### src/rtl/multicycle_control_fsm.sv
// multicycle_control_fsm: Moore sequencer stepping MIPS instructions through fetch, decode, execute, memory and writeback
module multicycle_control_fsm (
  input  logic       Clk,
  input  logic       Rst_n,
  input  logic [5:0] Opcode,
  input  logic       MemReady,
  output logic       PCWrite,
  output logic       PCWriteCond,
  output logic       IorD,
  output logic       IRWrite,
  output logic       MemRead,
  output logic       MemWrite,
  output logic       ALUSrcA,
  output logic       RegWrite,
  output logic [1:0] RegDst,
  output logic [1:0] MemtoReg,
  output logic [1:0] ALUSrcB,
  output logic [1:0] ALUOp,
  output logic [1:0] PCSource,
  output logic       InstrDone,
  output logic       Illegal,
  output logic [3:0] State
);
  typedef enum logic [3:0] {
    FETCH, DECODE, MEMADR, MEMRD, MEMWB, MEMWR, EXEC, RWB,
    BRANCH, JUMP, ADDIEX, SUBIEX, IWB, JAL, HALT, BAD
  } state_t;
  localparam logic [5:0] OP_R = 6'h00, OP_J = 6'h02, OP_JAL = 6'h03, OP_BEQ = 6'h04;
  localparam logic [5:0] OP_ADDI = 6'h08, OP_SUBI = 6'h0a, OP_LW = 6'h23, OP_SW = 6'h2b;
  state_t state, nxt;
  always_ff @(posedge Clk or negedge Rst_n)
    if (!Rst_n) state <= FETCH;
    else state <= nxt;
  // Outputs are gated by Rst_n so the FETCH decode stays silent while reset is held
  always_comb begin
    nxt = FETCH;
    PCWrite = 1'b0;
    PCWriteCond = 1'b0;
    IorD = 1'b0;
    IRWrite = 1'b0;
    MemRead = 1'b0;
    MemWrite = 1'b0;
    ALUSrcA = 1'b0;
    RegWrite = 1'b0;
    RegDst = 2'b00;
    MemtoReg = 2'b00;
    ALUSrcB = 2'b00;
    ALUOp = 2'b00;
    PCSource = 2'b00;
    InstrDone = 1'b0;
    Illegal = 1'b0;
    if (Rst_n)
      case (state)
        FETCH: begin
          MemRead = 1'b1;
          ALUSrcB = 2'b01;
          IRWrite = MemReady;
          PCWrite = MemReady;
          nxt = MemReady ? DECODE : FETCH;
        end
        DECODE: begin
          ALUSrcB = 2'b11;
          nxt = Opcode == OP_R ? EXEC :
                (Opcode == OP_LW || Opcode == OP_SW) ? MEMADR :
                Opcode == OP_BEQ ? BRANCH :
                Opcode == OP_J ? JUMP :
                Opcode == OP_JAL ? JAL :
                Opcode == OP_ADDI ? ADDIEX :
                Opcode == OP_SUBI ? SUBIEX : HALT;
        end
        MEMADR: begin
          ALUSrcA = 1'b1;
          ALUSrcB = 2'b10;
          nxt = Opcode == OP_LW ? MEMRD : MEMWR;
        end
        MEMRD: begin
          MemRead = 1'b1;
          IorD = 1'b1;
          nxt = MemReady ? MEMWB : MEMRD;
        end
        MEMWB: begin
          RegWrite = 1'b1;
          MemtoReg = 2'b01;
          InstrDone = 1'b1;
        end
        MEMWR: begin
          MemWrite = 1'b1;
          IorD = 1'b1;
          InstrDone = MemReady;
          nxt = MemReady ? FETCH : MEMWR;
        end
        EXEC: begin
          ALUSrcA = 1'b1;
          ALUOp = 2'b10;
          nxt = RWB;
        end
        RWB: begin
          RegWrite = 1'b1;
          RegDst = 2'b01;
          InstrDone = 1'b1;
        end
        BRANCH: begin
          ALUSrcA = 1'b1;
          ALUOp = 2'b01;
          PCWriteCond = 1'b1;
          PCSource = 2'b01;
          InstrDone = 1'b1;
        end
        JUMP: begin
          PCWrite = 1'b1;
          PCSource = 2'b10;
          InstrDone = 1'b1;
        end
        JAL: begin
          PCWrite = 1'b1;
          PCSource = 2'b10;
          RegWrite = 1'b1;
          RegDst = 2'b10;
          MemtoReg = 2'b10;
          InstrDone = 1'b1;
        end
        ADDIEX: begin
          ALUSrcA = 1'b1;
          ALUSrcB = 2'b10;
          nxt = IWB;
        end
        SUBIEX: begin
          ALUSrcA = 1'b1;
          ALUSrcB = 2'b10;
          ALUOp = 2'b01;
          nxt = IWB;
        end
        IWB: begin
          RegWrite = 1'b1;
          InstrDone = 1'b1;
        end
        HALT: begin
          Illegal = 1'b1;
          nxt = HALT;
        end
        default: nxt = FETCH;
      endcase
  end
  assign State = state;
endmodule

### config.mk
export PLATFORM = sky130hd
export DESIGN_NAME = multicycle_control_fsm
export DESIGN_NICKNAME = d
export VERILOG_FILES = /design/src/rtl/multicycle_control_fsm.sv
export SDC_FILE = /design/constraint.sdc
export NUM_CORES = 1
export LEC_CHECK = 0
export CAP_MARGIN = 20
export CELL_PAD_IN_SITES_DETAIL_PLACEMENT = 1
export CELL_PAD_IN_SITES_GLOBAL_PLACEMENT = 1
export CORE_MARGIN = 2
export CORE_UTILIZATION = 25
export DETAILED_ROUTE_END_ITERATION = 7
export PLACE_DENSITY_LB_ADDON = 0.15
export SYNTH_ARGS = -nofsm -noshare
export SYNTH_HDL_FRONTEND = slang
export SYNTH_SLANG_ARGS = --single-unit
### constraint.sdc
create_clock -name Clk -period 1.78 [get_ports Clk]
set_clock_uncertainty 0.1 [all_clocks]
set_input_delay 0.356 -clock Clk [delete_from_list [all_inputs] [get_ports Clk]]
set_output_delay 0.356 -clock Clk [all_outputs]
set_load 0.05 [all_outputs]
==> results_tabular.tex, run 1 <==
\begin{tabular}{lr}
\hline
Metric & Value \\
\hline
\multicolumn{2}{l}{\textbf{Clock tree}} \\
\quad Max Root-Sink Buffers & 2 \\
\quad Clock sink count & 4 \\
\quad Post-CTS setup-driven buffer insertion count & 13 \\
\quad Hold bufs inserted after CTS & 0 \\
\quad \# H-tree levels & 1 \\
\quad Root buffer selected by CTS & sky130\_fd\_sc\_hd\_\_clkbuf\_4 \\
\quad CTS buffer count & 3 \\
\quad Post-cts repair resize count & 36 \\
\multicolumn{2}{l}{\textbf{Logic synthesis}} \\
\quad Proportion of synthesized flip-flops having asynchronous set or reset & 100\% \\
\quad Synthesis-stage register bit count & 4 \\
\quad Yosys Warn Count & 0 \\
\quad Avg Synthesized Cell Area & 6.83 um\^{}2 \\
\quad Register area share after synthesis & 16.3\% \\
\quad Net count after synthesis & 99 \\
\quad Top\_reg\_cell synth & sky130\_fd\_sc\_hd\_\_dfrtp\_1 \\
\quad Cell Area, Synth & 614 um\^{}2 \\
\quad Number of flops mapped to enable cells by yosys & 0 \\
\quad Syn Inst Count & 90 \\
\quad Netlist cell types & 37 \\
\multicolumn{2}{l}{\textbf{Run status}} \\
\quad Last stage reached & clock tree synthesis (4\_1\_cts) \\
\quad First error line in the log & [ERROR DPL-0033] detailed placement checks failed during check placement. \\
\quad Result of the run & aborted with a tool error \\
\multicolumn{2}{l}{\textbf{Placed design}} \\
\quad Number of buffers inserted by port buffering & 32 \\
\quad Placed Instance Area & 0.00155 mm\^{}2 \\
\quad Dpl hpwl & 2900 um \\
\quad Worst setup slack after placement & -0.500 ns \\
\quad Global placement routability congestion & 0.812 \\
\multicolumn{2}{l}{\textbf{Floorplan}} \\
\quad IO Count & 33 \\
\quad Vertical die dimension & 53.6 um \\
\quad Starting density of the core & 27.0\% \\
\quad DIE WIDTH & 53.6 um \\
\quad Row count & 17 \\
\hline
\end{tabular}
==> per-stage QoR <==
| step | hold slack, ns | TNS [ns] | util (%) | std cells |
|---|---|---|---|---|
| after global placement | 0.508 | -5.95 | 68.2 | 171 |
| after floorplan | -0.0396 | -3.96 | - | 90 |
| after detailed placement | 0.543 | -8.10 | 68.2 | 171 |
==> synthesized netlist by cell type (2+ instances only) <==
cell / count / area [um^2]
sky130_fd_sc_hd__nor3b_1: 2 / 15.0
sky130_fd_sc_hd__buf_2: 2 / 10.0
sky130_fd_sc_hd__nor2b_1: 3 / 18.8
sky130_fd_sc_hd__nor3_1: 8 / 40.0
sky130_fd_sc_hd__or4_1: 2 / 15.0
sky130_fd_sc_hd__dfrtp_1: 4 / 100
sky130_fd_sc_hd__inv_1: 4 / 15.0
sky130_fd_sc_hd__nand3_1: 2 / 10.0
sky130_fd_sc_hd__and2_1: 3 / 18.8
sky130_fd_sc_hd__nor2_1: 9 / 33.8
sky130_fd_sc_hd__a21o_1: 2 / 15.0
sky130_fd_sc_hd__clkbuf_1: 4 / 15.0
sky130_fd_sc_hd__a21oi_1: 7 / 35.0
sky130_fd_sc_hd__o21ai_0: 5 / 25.0
sky130_fd_sc_hd__and3_1: 5 / 31.3
sky130_fd_sc_hd__nand2_1: 7 / 26.3
==> kinds of logic after synthesis <==
kind of cell	synth area share [%]
AND/OR/NAND/NOR	43.0
AO/OA/AOI/OAI	28.3
buffers and inverters	9.57
flip-flops	16.3
XOR/XNOR	2.85
==> inputs of run 2 (changes only) <==
Settings changed: CELL_PAD_IN_SITES_DETAIL_PLACEMENT 1 to unset, CELL_PAD_IN_SITES_GLOBAL_PLACEMENT 1 to unset, CORE_AREA set to 2 2 63 65, CORE_MARGIN 2 to unset, CORE_UTILIZATION 25 to unset, DIE_AREA set to 0 0 65 67.
==> run 2 against run 1 <==
  * The flow now finishes, with violations (negative setup slack)
  * Area after synthesis did not move
  * Synthesized cell count did not move
==> results_tabular.tex, run 2 <==
\begin{tabular}{lr}
\hline
Metric & Value \\
\hline
\multicolumn{2}{l}{\textbf{Setup path}} \\
\quad Crit path max fanout & 6 \\
\quad Critical path capture point type & output pin \\
\quad R2R Path End & State[2]\$\_DFF\_PN0\_ \\
\quad Startpoint Class & register \\
\quad R2R cell count & 6 \\
\quad Data required time of the worst path & 1.32 ns \\
\quad Reg2Reg Setup Slack & -0.09 ns \\
\quad Reg-to-reg critical path startpoint & State[2]\$\_DFF\_PN0\_ \\
\quad Type of the worst setup path & reg2out \\
\quad Critical path data arrival time & 1.49 ns \\
\multicolumn{2}{l}{\textbf{Route}} \\
\quad Total wire length after detailed routing & 2570 um \\
\quad Initial detailed-routing violation count & 22 \\
\quad Routed vias & 940 \\
\quad Count of TritonRoute iterations in the first routing pass & 4 \\
\quad Routed len/inst & 12.3 um \\
\quad Residual DRC count & 0 \\
\quad Number of vias per cell after detailed routing & 4.52 \\
\quad Detail Route Antenna Nets & 0 \\
\multicolumn{2}{l}{\textbf{Power and ir drop}} \\
\quad Combinational group share of total power & 69.5\% \\
\quad Clock network fraction of design power & 18.2\% \\
\quad Worst ir drop on vdd & 0.227 mV \\
\quad P per Cell Area & 546 mW/mm\^{}2 \\
\quad Switching share of total power & 41.3\% \\
\quad Power spent charging and discharging nets & 414 uW \\
\quad Sequential Power Share & 12.3\% \\
\quad Leakage & 0.755 nW \\
\quad Internal & 589 uW \\
\multicolumn{2}{l}{\textbf{Clock tree}} \\
\quad \# H-tree levels & 1 (unchanged) \\
\quad CTS buffer count & 3 (unchanged) \\
\quad CTS tree & done \\
\quad Clock-pin slew reported for the worst setup and hold paths after clock tree synthesis & 0.03 ns \\
\quad Clock sink count & 4 (unchanged) \\
\quad Insertion delay of the later-clocked pin in the worst-skew pair & 0.21 ns \\
\quad Root buffer selected by CTS & sky130\_fd\_sc\_hd\_\_clkbuf\_8 \\
\quad Max Root-Sink Buffers & 2 (unchanged) \\
\multicolumn{2}{l}{\textbf{Min path}} \\
\quad Path type of the worst min-delay path & in2async \\
\multicolumn{2}{l}{\textbf{STA}} \\
\quad Total of endpoints with negative setup slack in the final report & 18 \\
\quad Endpoints failing hold & 0 \\
\quad Part of the cycle the worst path needs & 109\% \\
\quad Pins Over Slew Limit & 0 \\
\quad Period minus WS final & 1.94 ns \\
\quad Headroom to the max-slew limit & 75.3\% \\
\quad Achievable frequency & 514 MHz \\
\quad Post-route setup TNS & -1.57 ns \\
\quad Final Worst Setup Slack & -0.165 ns \\
\quad Setup repair after global routing missed its margin & yes \\
\quad Worst Tran Pin Value & 0.370 ns \\
\multicolumn{2}{l}{\textbf{Logic synthesis}} \\
\quad Netlist cell types & 37 (unchanged) \\
\quad Avg Synthesized Cell Area & 6.83 um\^{}2 (unchanged) \\
\quad Cells taking the most area after synthesis & sky130\_fd\_sc\_hd\_\_dfrtp\_1 (16\%), sky130\_fd\_sc\_hd\_\_nor3\_1 (6.5\%), sky130\_fd\_sc\_hd\_\_a21oi\_1 (5.7\%) \\
\quad Net count after synthesis & 99 (unchanged) \\
\quad Register area share after synthesis & 16.3\% (unchanged) \\
\quad Most common cell in the netlist & sky130\_fd\_sc\_hd\_\_nor2\_1 \\
\quad Yosys Warn Count & 0 (unchanged) \\
\quad Synthesis-stage register bit count & 4 (unchanged) \\
\quad Proportion of synthesized flip-flops having asynchronous set or reset & 100\% (unchanged) \\
\quad Leading cell types by count after synthesis & sky130\_fd\_sc\_hd\_\_nor2\_1 (9), sky130\_fd\_sc\_hd\_\_nor3\_1 (8), sky130\_fd\_sc\_hd\_\_a21oi\_1 (7), sky130\_fd\_sc\_hd\_\_nand2\_1 (7) \\
\quad Top\_reg\_cell synth & sky130\_fd\_sc\_hd\_\_dfrtp\_1 \\
\quad Cell Area, Synth & 614 um\^{}2 (unchanged) \\
\quad Number of flops mapped to enable cells by yosys & 0 (unchanged) \\
\quad Syn Inst Count & 90 (unchanged) \\
\quad Cell type with the largest total area after synthesis & sky130\_fd\_sc\_hd\_\_dfrtp\_1 \\
\quad Portion of synthesized cell area occupied by the leading cell type & 16.3\% (unchanged) \\
\multicolumn{2}{l}{\textbf{Final layout}} \\
\quad Final Net Count & 171 \\
\quad Largest register FFs & 4 \\
\quad Fraction of layout instances using a drive strength above 1 & 71.9\% \\
\quad Top library cells by usage in the layout, fill and taps aside & sky130\_fd\_sc\_hd\_\_buf\_4 (34), sky130\_fd\_sc\_hd\_\_buf\_12 (24), sky130\_fd\_sc\_hd\_\_buf\_6 (8) \\
\quad Number of filler cells placed in the layout & 313 \\
\quad Syn-to-layout area delta & 199\% \\
\quad Non-filler instance count after layout & 208 \\
\quad Register area & 105 um\^{}2 \\
\quad Fin util & 51.0\% \\
\quad Number of antenna diodes & 0 \\
\quad Multi-input gate area in the final layout & 687 um\^{}2 \\
\quad Most frequent standard cell in the layout excluding fill and tap cells & sky130\_fd\_sc\_hd\_\_buf\_4 \\
\multicolumn{2}{l}{\textbf{Global routing}} \\
\quad Via count of the first global-routing pass & 938 \\
\quad Global-route usage over all layers & 12.1\% \\
\quad Aggregate global routing overflow & 0 \\
\quad Wire length of the first global-routing pass & 4150 um \\
\quad Number of antenna violations at the first check in global routing & 0 \\
\quad Largest net degree at the start of global routing & 12 \\
\multicolumn{2}{l}{\textbf{Floorplan}} \\
\quad Row count & 22 (+5) \\
\quad Standard cell core area & 0.00361 mm\^{}2 \\
\quad Overall die area & 0.00436 mm\^{}2 \\
\quad IO Count & 33 (unchanged) \\
\quad Vertical die dimension & 67 um (+25\%) \\
\quad DIE WIDTH & 65 um (+21\%) \\
\quad Starting density of the core & 17.0\% (-10 points) \\
\multicolumn{2}{l}{\textbf{Placed design}} \\
\quad Number of buffers inserted by port buffering & 32 (unchanged) \\
\quad Worst setup slack after placement & -0.312 ns (+0.188 ns) \\
\quad Global placement routability congestion & 0.767 (-5.6\%) \\
\quad Dpl hpwl & 2020 um (-30\%) \\
\quad Number of placed cells counting well taps & 192 (+12\%) \\
\multicolumn{2}{l}{\textbf{Run status}} \\
\quad Failing checks & negative setup slack \\
\quad Result of the run & finished, violations left \\
\multicolumn{2}{l}{\textbf{Flow run}} \\
\quad Max cap viols & 0 \\
\hline
\end{tabular}
## run 2: cell counts after synthesis
No cell type changed its count.
## run 2: cells by family (layout without fill, tap and decap cells)
family | after synthesis | in the layout | share of synthesized area [%]
simple gates | 47 | 47 | 43.0
compound gates | 25 | 25 | 28.3
xor+xnor | 2 | 2 | 2.85
flops | 4 | 4 | 16.3
buf+inv | 12 | 82 | 9.57
## run 2: worst max-delay path by stage
stage	start	endpoint	slack, ns	cells after the start
after floorplan	State[3]$_DFF_PN0_	PCWrite	-0.53	5
after global placement	Rst_n	PCWrite	-0.29	5
after detailed placement	Opcode[2]	State[1]$_DFF_PN0_	-0.31	4
after CTS	State[2]$_DFF_PN0_	PCWrite	-0.15	5
after global routing	State[2]$_DFF_PN0_	MemRead	-0.25	6
final	State[2]$_DFF_PN0_	MemRead	-0.16	6
## run 2: power by group through the flow
stage | registers (mW) | logic [mW] | clock network, mW
3_5_place_dp | 0.125 | 0.610 | 0
5_1_grt | 0.126 | 0.733 | 0.194
3_3_place_gp | 0.125 | 0.606 | 0
6_report | 0.123 | 0.697 | 0.183
2_1_floorplan | 0.141 | 0.309 | 0
4_1_cts | 0.123 | 0.663 | 0.188
## run 2: area by class of cell
class	count	share of cell area, %
Clock buffer	3	2.25
Inverter	4	1.02
Multi-Input combinational cell	74	37.4
Sequential cell	4	5.72
Tap cell	48	3.27
Timing Repair Buffer	75	50.4
## run 2: metrics by stage
step / power (mW) / hold WS (ns) / cell area, um^2
floorplan: 0.450 / -0.0396 / 811
global placement: 0.731 / 0.593 / 1590
detailed placement: 0.735 / 0.611 / 1590
CTS: 0.975 / 0.187 / 1750
global route: 1.05 / 0.217 / 1840
finish: 1.00 / 0.201 / 1840
## run 2: timing repair
item,4_1_cts,5_1_grt
pin swaps,9,10
buffers inserted,9,4
setup endpoints to repair,21,24
hold buffers,0,0
gates resized for setup,24,15
## run 2: critical path: stages, from the launching register on
cell and delay (ns):
sky130_fd_sc_hd__dfrtp_2 0.46, sky130_fd_sc_hd__nor2_4 0.17, sky130_fd_sc_hd__nand2_4 0.07, sky130_fd_sc_hd__buf_4 0.15, sky130_fd_sc_hd__buf_6 0.11, sky130_fd_sc_hd__nor3_4 0.14
sky130_fd_sc_hd__buf_12 0.16
## run 2: layer usage
metal	wire length, um	vias to the layer above	GRT usage (%)	share of wire (%)
li1	-	470	-	-
met5	0	-	0	0
met2	1430	36	23.3	56
met1	956	432	13.2	37
met4	27	0	3.46	1.1
met3	151	2	2.53	5.9
Note: power is estimated with default switching activity, not from simulation.
==> inputs of run 3 (changes only) <==
Settings changed: PLACE_DENSITY_LB_ADDON 0.15 to unset.
==> run 3 against run 2 <==
  * The flow still finishes with violations (negative setup slack)
  * Count of clock-buffer cells in the layout unchanged
  * Setup slack better by 0.047 ns
  * Maximum frequency up 2.5%
  * Combinational power increased by 1%
  * Cell area is 1.0% lower
  * Non-clock buffer count is 4 lower
  * Die area unchanged
  * Clock power up 4%
  * Largest power group unchanged
==> results_tabular.tex, run 3 (synthesized netlist as in run 2, its figures left out) <==
\begin{tabular}{lr}
\hline
Metric & Value \\
\hline
\multicolumn{2}{l}{\textbf{Setup path}} \\
\quad Critical path data arrival time & 1.44 ns (-0.05 ns) \\
\quad Depth of the critical timing path with buffers and inverters included & 4 (-2) \\
\quad Reg-to-reg critical path startpoint & State[2]\$\_DFF\_PN0\_ \\
\quad Crit path buffers/inverters & 2 (-1) \\
\quad Largest delay contributor family on the critical path & flip-flops \\
\quad R2R cell count & 5 (-1) \\
\quad Type of the worst setup path & reg2out \\
\quad Startpoint Class & register \\
\quad Critical-path cell with the highest stage delay & sky130\_fd\_sc\_hd\_\_dfrtp\_2 \\
\quad Critical Path, Cell by Cell & buf\_4, xnor2\_2, and3\_4, buf\_12 \\
\quad Crit. Startpoint & State[1]\$\_DFF\_PN0\_ \\
\quad Highest cell delay on the worst timing path & 0.47 ns (about the same) \\
\quad Critical path capture point type & output pin \\
\quad Data required time of the worst path & 1.32 ns (about the same) \\
\quad Crit path max fanout & 6 (unchanged) \\
\multicolumn{2}{l}{\textbf{Clock tree}} \\
\quad Max Root-Sink Buffers & 2 (unchanged) \\
\quad Root buffer selected by CTS & sky130\_fd\_sc\_hd\_\_clkbuf\_8 \\
\quad CTS tree & done \\
\quad \# H-tree levels & 1 (unchanged) \\
\quad Clock sink count & 4 (unchanged) \\
\quad CTS buffer count & 3 (unchanged) \\
\quad Insertion delay of the later-clocked pin in the worst-skew pair & 0.22 ns (about the same) \\
\quad Clock-pin slew reported for the worst setup and hold paths after clock tree synthesis & 0.03 ns (about the same) \\
\multicolumn{2}{l}{\textbf{Placed design}} \\
\quad Number of buffers inserted by port buffering & 32 (unchanged) \\
\quad Worst setup slack after placement & -0.361 ns (-0.0487 ns) \\
\quad Global placement routability congestion & 0.848 (+11\%) \\
\quad Dpl hpwl & 2030 um (+0.62\%) \\
\multicolumn{2}{l}{\textbf{STA}} \\
\quad Period minus WS final & 1.90 ns (-0.0467 ns) \\
\quad Setup repair after global routing missed its margin & yes \\
\quad Final Worst Setup Slack & -0.118 ns (+0.0467 ns) \\
\quad Achievable frequency & 527 MHz (+2.5\%) \\
\quad Headroom to the max-slew limit & 78.7\% (+3.5 points) \\
\quad Part of the cycle the worst path needs & 107\% (-2.6 points) \\
\quad Endpoints failing hold & 0 (unchanged) \\
\quad Worst Tran Pin Value & 0.318 ns (-0.0520 ns) \\
\quad Total of endpoints with negative setup slack in the final report & 19 (+1) \\
\quad Pins Over Slew Limit & 0 (unchanged) \\
\multicolumn{2}{l}{\textbf{Global routing}} \\
\quad Largest net degree at the start of global routing & 13 (+1) \\
\quad Aggregate global routing overflow & 0 (unchanged) \\
\quad Wire length of the first global-routing pass & 4240 um (+2.3\%) \\
\quad Global-route usage over all layers & 12.5\% (+0.38 points) \\
\quad Via count of the first global-routing pass & 958 (+2.1\%) \\
\quad Number of antenna violations at the first check in global routing & 0 (unchanged) \\
\multicolumn{2}{l}{\textbf{Floorplan}} \\
\quad Vertical die dimension & 67 um (unchanged) \\
\quad Row count & 22 (unchanged) \\
\quad Standard cell core area & 0.00361 mm\^{}2 (unchanged) \\
\quad Overall die area & 0.00436 mm\^{}2 (unchanged) \\
\quad Starting density of the core & 17.0\% (unchanged) \\
\quad IO Count & 33 (unchanged) \\
\quad DIE WIDTH & 65 um (unchanged) \\
\multicolumn{2}{l}{\textbf{Power and ir drop}} \\
\quad P per Cell Area & 560 mW/mm\^{}2 (+2.5\%) \\
\quad Worst ir drop on vdd & 0.307 mV (+35\%) \\
\quad Sequential Power Share & 12.1\% (-0.2 points) \\
\quad Clock network fraction of design power & 18.7\% (+0.5 points) \\
\quad Power spent charging and discharging nets & 425 uW (+2.7\%) \\
\quad Total Power Consumption & 1.02 mW (+1.5\%) \\
\quad Switching share of total power & 41.8\% (+0.47 points) \\
\quad Combinational group share of total power & 69.2\% (-0.3 points) \\
\quad Leakage & 0.718 nW (-5.0\%) \\
\quad Internal & 593 uW (+0.68\%) \\
\multicolumn{2}{l}{\textbf{Route}} \\
\quad Met3 wire len & 159 um (+5.3\%) \\
\quad Total wire length after detailed routing & 2730 um (+6.4\%) \\
\quad Number of vias per cell after detailed routing & 4.77 (+5.6\%) \\
\quad Residual DRC count & 0 (unchanged) \\
\quad Met2 routed wirelength & 1550 um (+8.5\%) \\
\quad Total routed wire length on the met1 layer & 946 um (-1.0\%) \\
\quad Count of TritonRoute iterations in the first routing pass & 4 (unchanged) \\
\quad Detail Route Antenna Nets & 0 (unchanged) \\
\quad Routed len/inst & 13.4 um (+8.4\%) \\
\quad Initial detailed-routing violation count & 36 (+64\%) \\
\quad Top Layer Used & met4 \\
\quad Routed vias & 974 (+3.6\%) \\
\multicolumn{2}{l}{\textbf{Final layout}} \\
\quad Syn-to-layout area delta & 196\% \\
\quad Number of filler cells placed in the layout & 339 (+8.3\%) \\
\quad Final Net Count & 167 (-2.3\%) \\
\quad Top library cells by usage in the layout, fill and taps aside & sky130\_fd\_sc\_hd\_\_buf\_4 (30), sky130\_fd\_sc\_hd\_\_buf\_12 (25), sky130\_fd\_sc\_hd\_\_buf\_6 (7) \\
\quad Number of antenna diodes & 0 (unchanged) \\
\quad Fraction of layout instances using a drive strength above 1 & 71.8\% (-0.080 points) \\
\quad Most frequent standard cell in the layout excluding fill and tap cells & sky130\_fd\_sc\_hd\_\_buf\_4 \\
\quad Largest register FFs & 4 (unchanged) \\
\multicolumn{2}{l}{\textbf{Flow run}} \\
\quad Max cap viols & 0 (unchanged) \\
\multicolumn{2}{l}{\textbf{Run status}} \\
\quad Failing checks & negative setup slack \\
\quad Result of the run & finished, violations left \\
\multicolumn{2}{l}{\textbf{Min path}} \\
\quad Path type of the worst min-delay path & in2async \\
\hline
\end{tabular}
-- run 3: final cells by class --
type / count / area, um^2 / share of cell area (%)
Timing Repair Buffer: 71 / 902 / 49.6
Multi-Input combinational cell: 74 / 692 / 38.0
Sequential cell: 4 / 105 / 5.78
Tap cell: 48 / 60.1 / 3.30
Clock buffer: 3 / 41.3 / 2.27
Inverter: 4 / 18.8 / 1.03
-- run 3: layer usage --
metal  global-route usage [%]  vias up
met5                        0        -
met4                     5.59        0
met3                    0.507        8
met2                     25.8       50
met1                     12.7      457
li1                         -      459
-- run 3: power groups by stage --
stage / clock (mW) / combinational, mW / sequential (mW)
6_report: 0.190 / 0.705 / 0.123
5_1_grt: 0.201 / 0.738 / 0.125
4_1_cts: 0.194 / 0.671 / 0.121
3_5_place_dp: 0 / 0.608 / 0.125
3_3_place_gp: 0 / 0.599 / 0.124
2_1_floorplan: 0 / 0.309 / 0.141
-- run 3: repair_timing --
item,4_1_cts,5_1_grt
hold buffers,0,0
pin swaps,7,9
endpoints found under the setup margin,21,23
resized for setup,24,12
setup buffers,10,1
cloned,0,0
-- run 3: path summary, 6_finish.rpt --
check	to	slack, ns
worst max register to register	State[2]$_DFF_PN0_	-0.01
max in group asynchronous	State[1]$_DFF_PN0_	1.33
worst min-delay path	State[0]$_DFF_PN0_	0.14
min in group Clk	State[0]$_DFF_PN0_	0.60
worst min register to register	State[0]$_DFF_PN0_	0.60
worst max-delay path	RegWrite	-0.12
-- run 3: stage by stage --
stage | utilization (%) | hold WS (ns) | setup TNS [ns] | std cells | area [um^2]
2_1_floorplan | - | -0.0396 | -3.96 | 90 | 811
3_3_place_gp | 43.5 | 0.459 | -5.18 | 190 | 1570
3_5_place_dp | 43.5 | 0.467 | -5.57 | 190 | 1570
4_1_cts | 48.5 | 0.143 | -0.994 | 203 | 1750
5_1_grt | 50.5 | 0.166 | -2.41 | 204 | 1820
6_report | 50.5 | 0.140 | -1.07 | 204 | 1820
